--- config.mk ---
export PLATFORM = sky130hd
export DESIGN_NAME = keypad_row_decoder
export DESIGN_NICKNAME = d
export VERILOG_FILES = /design/src/rtl/keypad_row_decoder.sv
export SDC_FILE = /design/constraint.sdc
export NUM_CORES = 1
export LEC_CHECK = 0
export BUFFER_PORTS_ARGS = -buffer_cell sky130_fd_sc_hd__buf_2
export CORE_ASPECT_RATIO = 1.4
export CORE_UTILIZATION = 52
export DETAILED_ROUTE_END_ITERATION = 12
export GPL_TIMING_DRIVEN = 0
export PLACE_DENSITY = 0.72
export SETUP_SLACK_MARGIN = 0.15
export SYNTH_ARGS = -nofsm -noshare
export SYNTH_HDL_FRONTEND = slang
export SYNTH_SLANG_ARGS = --single-unit
--- constraint.sdc ---
create_clock -name clk -period 2.5 [get_ports clk]
set_input_delay 0.125 -clock clk [delete_from_list [all_inputs] [get_ports clk]]
set_output_delay 0.125 -clock clk [all_outputs]
set_load 0.01 [all_outputs]
--- src/rtl/keypad_row_decoder.sv ---
// keypad_row_decoder: scans a 4x4 active-low keypad matrix, debounces press and release,
// and reports the key code with a one-cycle strobe. Define KEYPAD_REPEAT_EN for auto-repeat while held.
module keypad_row_decoder #(
    parameter int SCAN_DIV      = 16,
    parameter int DB_CYCLES     = 1000,
    parameter int REPEAT_CYCLES = 50000,
    parameter int CNT_W         = 20
) (
    input  logic       clk,
    input  logic       reset,
    input  logic [3:0] rows,
    output logic [3:0] cols,
    output logic [3:0] key,
    output logic       key_valid,
    output logic       key_held
);

    typedef enum logic [1:0] {
        SCAN,
        DEBOUNCE,
        HELD,
        RELEASE
    } state_t;

    localparam logic [CNT_W-1:0] DIV_LAST = CNT_W'(SCAN_DIV - 1);
    localparam logic [CNT_W-1:0] DB_LAST  = CNT_W'(DB_CYCLES - 1);

    // Out-of-range configurations elaborate this empty marker so they stand out in the hierarchy.
    if (SCAN_DIV < 3 || DB_CYCLES < 1 || REPEAT_CYCLES < 1 || CNT_W < 2 || CNT_W > 30 ||
        SCAN_DIV > (1 << CNT_W) || DB_CYCLES > (1 << CNT_W) || REPEAT_CYCLES > (1 << CNT_W))
    begin : g_badConfig
    end

    state_t           state_q;
    logic [3:0]       rowsMeta_q;
    logic [3:0]       rowsSync_q;
    logic [3:0]       cols_q;
    logic [1:0]       colIdx_q;
    logic [1:0]       rowIdx_q;
    logic [CNT_W-1:0] divCnt_q;
    logic [CNT_W-1:0] dbCnt_q;
    logic [3:0]       key_q;
    logic             keyValid_q;
    logic             keyHeld_q;

`ifdef KEYPAD_REPEAT_EN
    localparam logic [CNT_W-1:0] REP_LAST = CNT_W'(REPEAT_CYCLES - 1);
    logic [CNT_W-1:0] repCnt_q;
`endif

    logic [1:0]       lowRow_d;
    logic             anyLow_d;
    logic             rowLow_d;
    logic [3:0]       colsNext_d;

    // Lowest-indexed low row wins when several keys share the driven column.
    always_comb begin
        lowRow_d = 2'd0;
        if (!rowsSync_q[0]) begin
            lowRow_d = 2'd0;
        end else if (!rowsSync_q[1]) begin
            lowRow_d = 2'd1;
        end else if (!rowsSync_q[2]) begin
            lowRow_d = 2'd2;
        end else if (!rowsSync_q[3]) begin
            lowRow_d = 2'd3;
        end
    end

    assign anyLow_d   = ~&rowsSync_q;
    assign rowLow_d   = ~rowsSync_q[rowIdx_q];
    assign colsNext_d = {cols_q[2:0], cols_q[3]};

    always_ff @(posedge clk or posedge reset) begin
        if (reset) begin
            state_q    <= SCAN;
            rowsMeta_q <= 4'b1111;
            rowsSync_q <= 4'b1111;
            cols_q     <= 4'b1110;
            colIdx_q   <= 2'd0;
            rowIdx_q   <= 2'd0;
            divCnt_q   <= '0;
            dbCnt_q    <= '0;
            key_q      <= 4'd0;
            keyValid_q <= 1'b0;
            keyHeld_q  <= 1'b0;
`ifdef KEYPAD_REPEAT_EN
            repCnt_q   <= '0;
`endif
        end else begin
            rowsMeta_q <= rows;
            rowsSync_q <= rowsMeta_q;
            keyValid_q <= 1'b0;

            case (state_q)
                SCAN: begin
                    if (divCnt_q == DIV_LAST) begin
                        divCnt_q <= '0;
                        if (anyLow_d) begin
                            rowIdx_q <= lowRow_d;
                            dbCnt_q  <= '0;
                            state_q  <= DEBOUNCE;
                        end else begin
                            cols_q   <= colsNext_d;
                            colIdx_q <= colIdx_q + 2'd1;
                        end
                    end else begin
                        divCnt_q <= divCnt_q + CNT_W'(1);
                    end
                end

                DEBOUNCE: begin
                    if (!rowLow_d) begin
                        state_q  <= SCAN;
                        divCnt_q <= '0;
                        cols_q   <= colsNext_d;
                        colIdx_q <= colIdx_q + 2'd1;
                    end else if (dbCnt_q == DB_LAST) begin
                        key_q      <= {rowIdx_q, colIdx_q};
                        keyValid_q <= 1'b1;
                        keyHeld_q  <= 1'b1;
                        state_q    <= HELD;
`ifdef KEYPAD_REPEAT_EN
                        repCnt_q   <= '0;
`endif
                    end else begin
                        dbCnt_q <= dbCnt_q + CNT_W'(1);
                    end
                end

                // Only the latched row matters here; other rows cannot start a second key.
                HELD: begin
                    if (!rowLow_d) begin
                        state_q <= RELEASE;
                        dbCnt_q <= '0;
                    end
`ifdef KEYPAD_REPEAT_EN
                    else if (repCnt_q == REP_LAST) begin
                        keyValid_q <= 1'b1;
                        repCnt_q   <= '0;
                    end else begin
                        repCnt_q <= repCnt_q + CNT_W'(1);
                    end
`endif
                end

                RELEASE: begin
                    if (rowLow_d) begin
                        state_q  <= HELD;
`ifdef KEYPAD_REPEAT_EN
                        repCnt_q <= '0;
`endif
                    end else if (dbCnt_q == DB_LAST) begin
                        keyHeld_q <= 1'b0;
                        state_q   <= SCAN;
                        divCnt_q  <= '0;
                        cols_q    <= colsNext_d;
                        colIdx_q  <= colIdx_q + 2'd1;
                    end else begin
                        dbCnt_q <= dbCnt_q + CNT_W'(1);
                    end
                end

                default: begin
                    state_q <= SCAN;
                end
            endcase
        end
    end

    assign cols      = cols_q;
    assign key       = key_q;
    assign key_valid = keyValid_q;
    assign key_held  = keyHeld_q;

endmodule

==> impl_metrics.env <==
export IMPL_status="finished clean"
export IMPL_numCtsBuffers=9
export IMPL_path_buf_inv=0
export IMPL_path_max_fanout=5
export IMPL_root_buffer="clkbuf_8"
export IMPL_cts_tree="done"
export IMPL_setup_viol=0
export IMPL_final_nets=404
export IMPL_crit_path_top_delay_cell="or4_4"
export IMPL_synthArstFlopShare=1.000
export IMPL_syn_mean_instance_area_um2=9.803
export IMPL_grt_pass1_wl_um=13790
export IMPL_synth_area_leader_cell="dfrtp_1"
export IMPL_end_kind="flop"
export IMPL_worst_pin_slew_ns=0.6423
export IMPL_die_w_um=71.43
export IMPL_fin_util=0.6400
export IMPL_arrival_ns=2.61
export IMPL_coreArea_um2=6569
export IMPL_synthesis_area_um2=3510
export IMPL_rows=35
export IMPL_synth_edf_count=0
export IMPL_synth_top_area_share=0.3779
export IMPL_htreeDepth=3
export IMPL_n_antenna_cell=0
export IMPL_synth_top_family_by_area="simple AND/OR/NAND/NOR gates"
export IMPL_hold_depth=0
export IMPL_wl_per_cell_um=17.72
export IMPL_vias=3058
export IMPL_grt_usage=0.2518
export IMPL_synthAdderAreaFrac=0.007130
export IMPL_min_from="rowsMeta_q[0]$_DFF_PP1_"
export IMPL_finalCriticalPeriod_ns=2.374
export IMPL_drtAntennaViolNets=0
export IMPL_max_clock_freq_mhz=421.2
export IMPL_synth_compound_area_frac=0.1893
export IMPL_synth_cells=358
export IMPL_port_buffer_count=15
export IMPL_setup_slack_ns=0.1256
export IMPL_layout_drive_gt1_share=0.2668
export IMPL_fin_hold_ws_ns=0.3562
export IMPL_synthTopCellsByCount="dfrtp_1 (53), nand2_1 (31), o21ai_0 (25), nand3_1 (23), a21oi_1 (16)"
export IMPL_drv_slew=0
export IMPL_irDropWorstVdd_mv=0.4669
export IMPL_synth_nets=366
export IMPL_place_area_um2=3697
export IMPL_path_cells="or3_1, or4_4, o31a_1, or2_1, a22o_1"
export IMPL_drt_vias_per_instance=6.438
export IMPL_reg2reg_from="dbCnt_q[3]$_DFFE_PP0P_"
export IMPL_fp_dieArea_um2=7086
export IMPL_final_area_um2=4204
export IMPL_synth_seq_cells=64
export IMPL_power_density_nw_per_um2=735.7
export IMPL_hold_path_end="rowsSync_q[0]$_DFF_PP1_"
export IMPL_cp_required_ns=2.74
export IMPL_ff_latch_area_um2=1615
export IMPL_r2r_end="divCnt_q[15]$_DFFE_PP0P_"
export IMPL_clk_pin_slew_ns=0.07
export IMPL_drt_iter0_drc=248
export IMPL_regToRegSetupSlack_ns=0.13
export IMPL_area_growth_pct=19.79
export IMPL_synth_warnings=0
export IMPL_hpwl_um=5572
export IMPL_yosys_most_used_dff="dfrtp_1"
export IMPL_yosys_top_cells_area="dfrtp_1 (38%), dfstp_2 (8.2%), o21ai_0 (3.6%)"
export IMPL_rsz0062_at_grt="yes"
export IMPL_firstDrtPassIters=4
export IMPL_drv_cap=0
export IMPL_synthMuxAreaShare=0.05811
export IMPL_ys_seq_area_frac=0.4602
export IMPL_initial_core_util=0.5343
export IMPL_yosysMostFrequentCell="dfrtp_1"
export IMPL_clock_skew_ns=0.005566
export IMPL_pin_count=16
export IMPL_antenna_found_initial=0
export IMPL_dp_worst_setup_slack_ns=-0.02307
export IMPL_gr_total_overflow=0
export IMPL_hold_class="flop to flop"
export IMPL_leakage_nw=1.761
export IMPL_max_slew_margin=0.5673
export IMPL_worstSetupPathType="flop to flop"
export IMPL_wirelength_um=8419
export IMPL_grt_max_degree=39
export IMPL_drc=0
export IMPL_synth_distinct_cells=51
export IMPL_cp_top_family="simple AND/OR/NAND/NOR gates"
export IMPL_place_congestion=0.8307
export IMPL_clock_sinks=64
export IMPL_fp_dieH_um=99.21
export IMPL_period_share=0.9498
export IMPL_hold_violations=0
export IMPL_cp_start_kind="flop"
export IMPL_cts_buffer_depth=2
export IMPL_grt_pass1_vias=2935
export IMPL_r2r_cells=5
export IMPL_yosys_area_share_simple=0.2307
export IMPL_cpPeakStageDelay_ns=0.58
export IMPL_synth_xor_area_frac=0.004991
export IMPL_multi_input_area_um2=1838
export IMPL_nFillCells=539
export IMPL_clk_latency_ns=0.35
[state kept, by name (all words and copies together) (netlist names), named ones only]
signal and flops:
divCnt_q 20, rowsSync_q 4, key 4, colIdx_q 2, key_held 1, dbCnt_q 20, rowsMeta_q 4, cols 4
key_valid 1, rowIdx_q 2, state_q 1
[stage by stage]
| step | total power, W | TNS [ns] | std cells |
|---|---|---|---|
| after floorplan | 0.001710 | 0 | 358 |
| after global placement | 0.001861 | -1.416 | 447 |
| after detailed placement | 0.001881 | -0.06412 | 448 |
| after CTS | 0.003012 | 0 | 470 |
| after global routing | 0.003235 | 0 | 475 |
| final | 0.003093 | 0 | 475 |
[how the worst max path moves through the flow]
stage	start	end	slack (ns)	depth (start not counted)
after global placement	reset	dbCnt_q[9]$_DFFE_PP0P_	-0.03	2
after global routing	dbCnt_q[3]$_DFFE_PP0P_	divCnt_q[8]$_DFFE_PP0P_	0.09	6
final	dbCnt_q[3]$_DFFE_PP0P_	divCnt_q[15]$_DFFE_PP0P_	0.13	5
after floorplan	dbCnt_q[3]$_DFFE_PP0P_	dbCnt_q[11]$_DFFE_PP0P_	0.30	7
after CTS	divCnt_q[12]$_DFFE_PP0P_	divCnt_q[16]$_DFFE_PP0P_	0.14	8
after detailed placement	state_q[0]$_DFFE_PP0P_	dbCnt_q[0]$_DFFE_PP0P_	-0.02	7
[metal layers]
layer / GRT usage / up-vias / share of wire
met5: 0 / - / 0
met4: 0.1169 / 0 / 0.032
met3: 0.05978 / 19 / 0.033
met2: 0.4418 / 64 / 0.53
met1: 0.2865 / 1547 / 0.41
li1: - / 1428 / -
[power breakdown]
| part | internal, W | total [W] | switching [W] | leakage (nW) |
|---|---|---|---|---|
| clock | 0.000715 | 0.00112 | 0.000406 | 0.126 |
| combinational | 0.000292 | 0.000744 | 0.000452 | 0.796 |
| sequential | 0.00114 | 0.00123 | 0.0000903 | 0.840 |
[kinds of logic after synthesis]
group / Yosys count
buf+inv: 38
simple gates: 142
fa+ha+maj: 2
xor+xnor: 2
flops: 64
compound gates: 92
mux: 18
[timing repair]
action,4_1_cts,5_1_grt
buffers inserted,1,4
hold endpoints to repair,27,0
pin swaps,1,7
cloned,0,1
hold buffers,5,0
gates resized for setup,6,35
setup endpoints to repair,25,46
[cell type report]
type,instances,area share
Buffer,23,0.03333
Clock buffer,11,0.03601
Clock inverter,5,0.02440
Inverter,15,0.01339
Multi-Input combinational cell,256,0.4372
Sequential cell,64,0.3842
Tap cell,74,0.02202
Timing Repair Buffer,27,0.04940
[cells in the final DEF, fill, tap and decap left out, types with 8 or more instances in the layout]
cell / instances
and3_1: 12
buf_2: 16
nand4_1: 11
nand3b_1: 9
clkbuf_8: 11
dfrtp_1: 53
o31ai_1: 8
nor2_1: 11
nand2_1: 31
mux2i_1: 8
mux2_2: 9
o21ai_0: 25
a21oi_1: 15
inv_1: 14
dfstp_2: 11
nand3_1: 23
clkbuf_2: 8
Power figures use the tool's default switching activity.
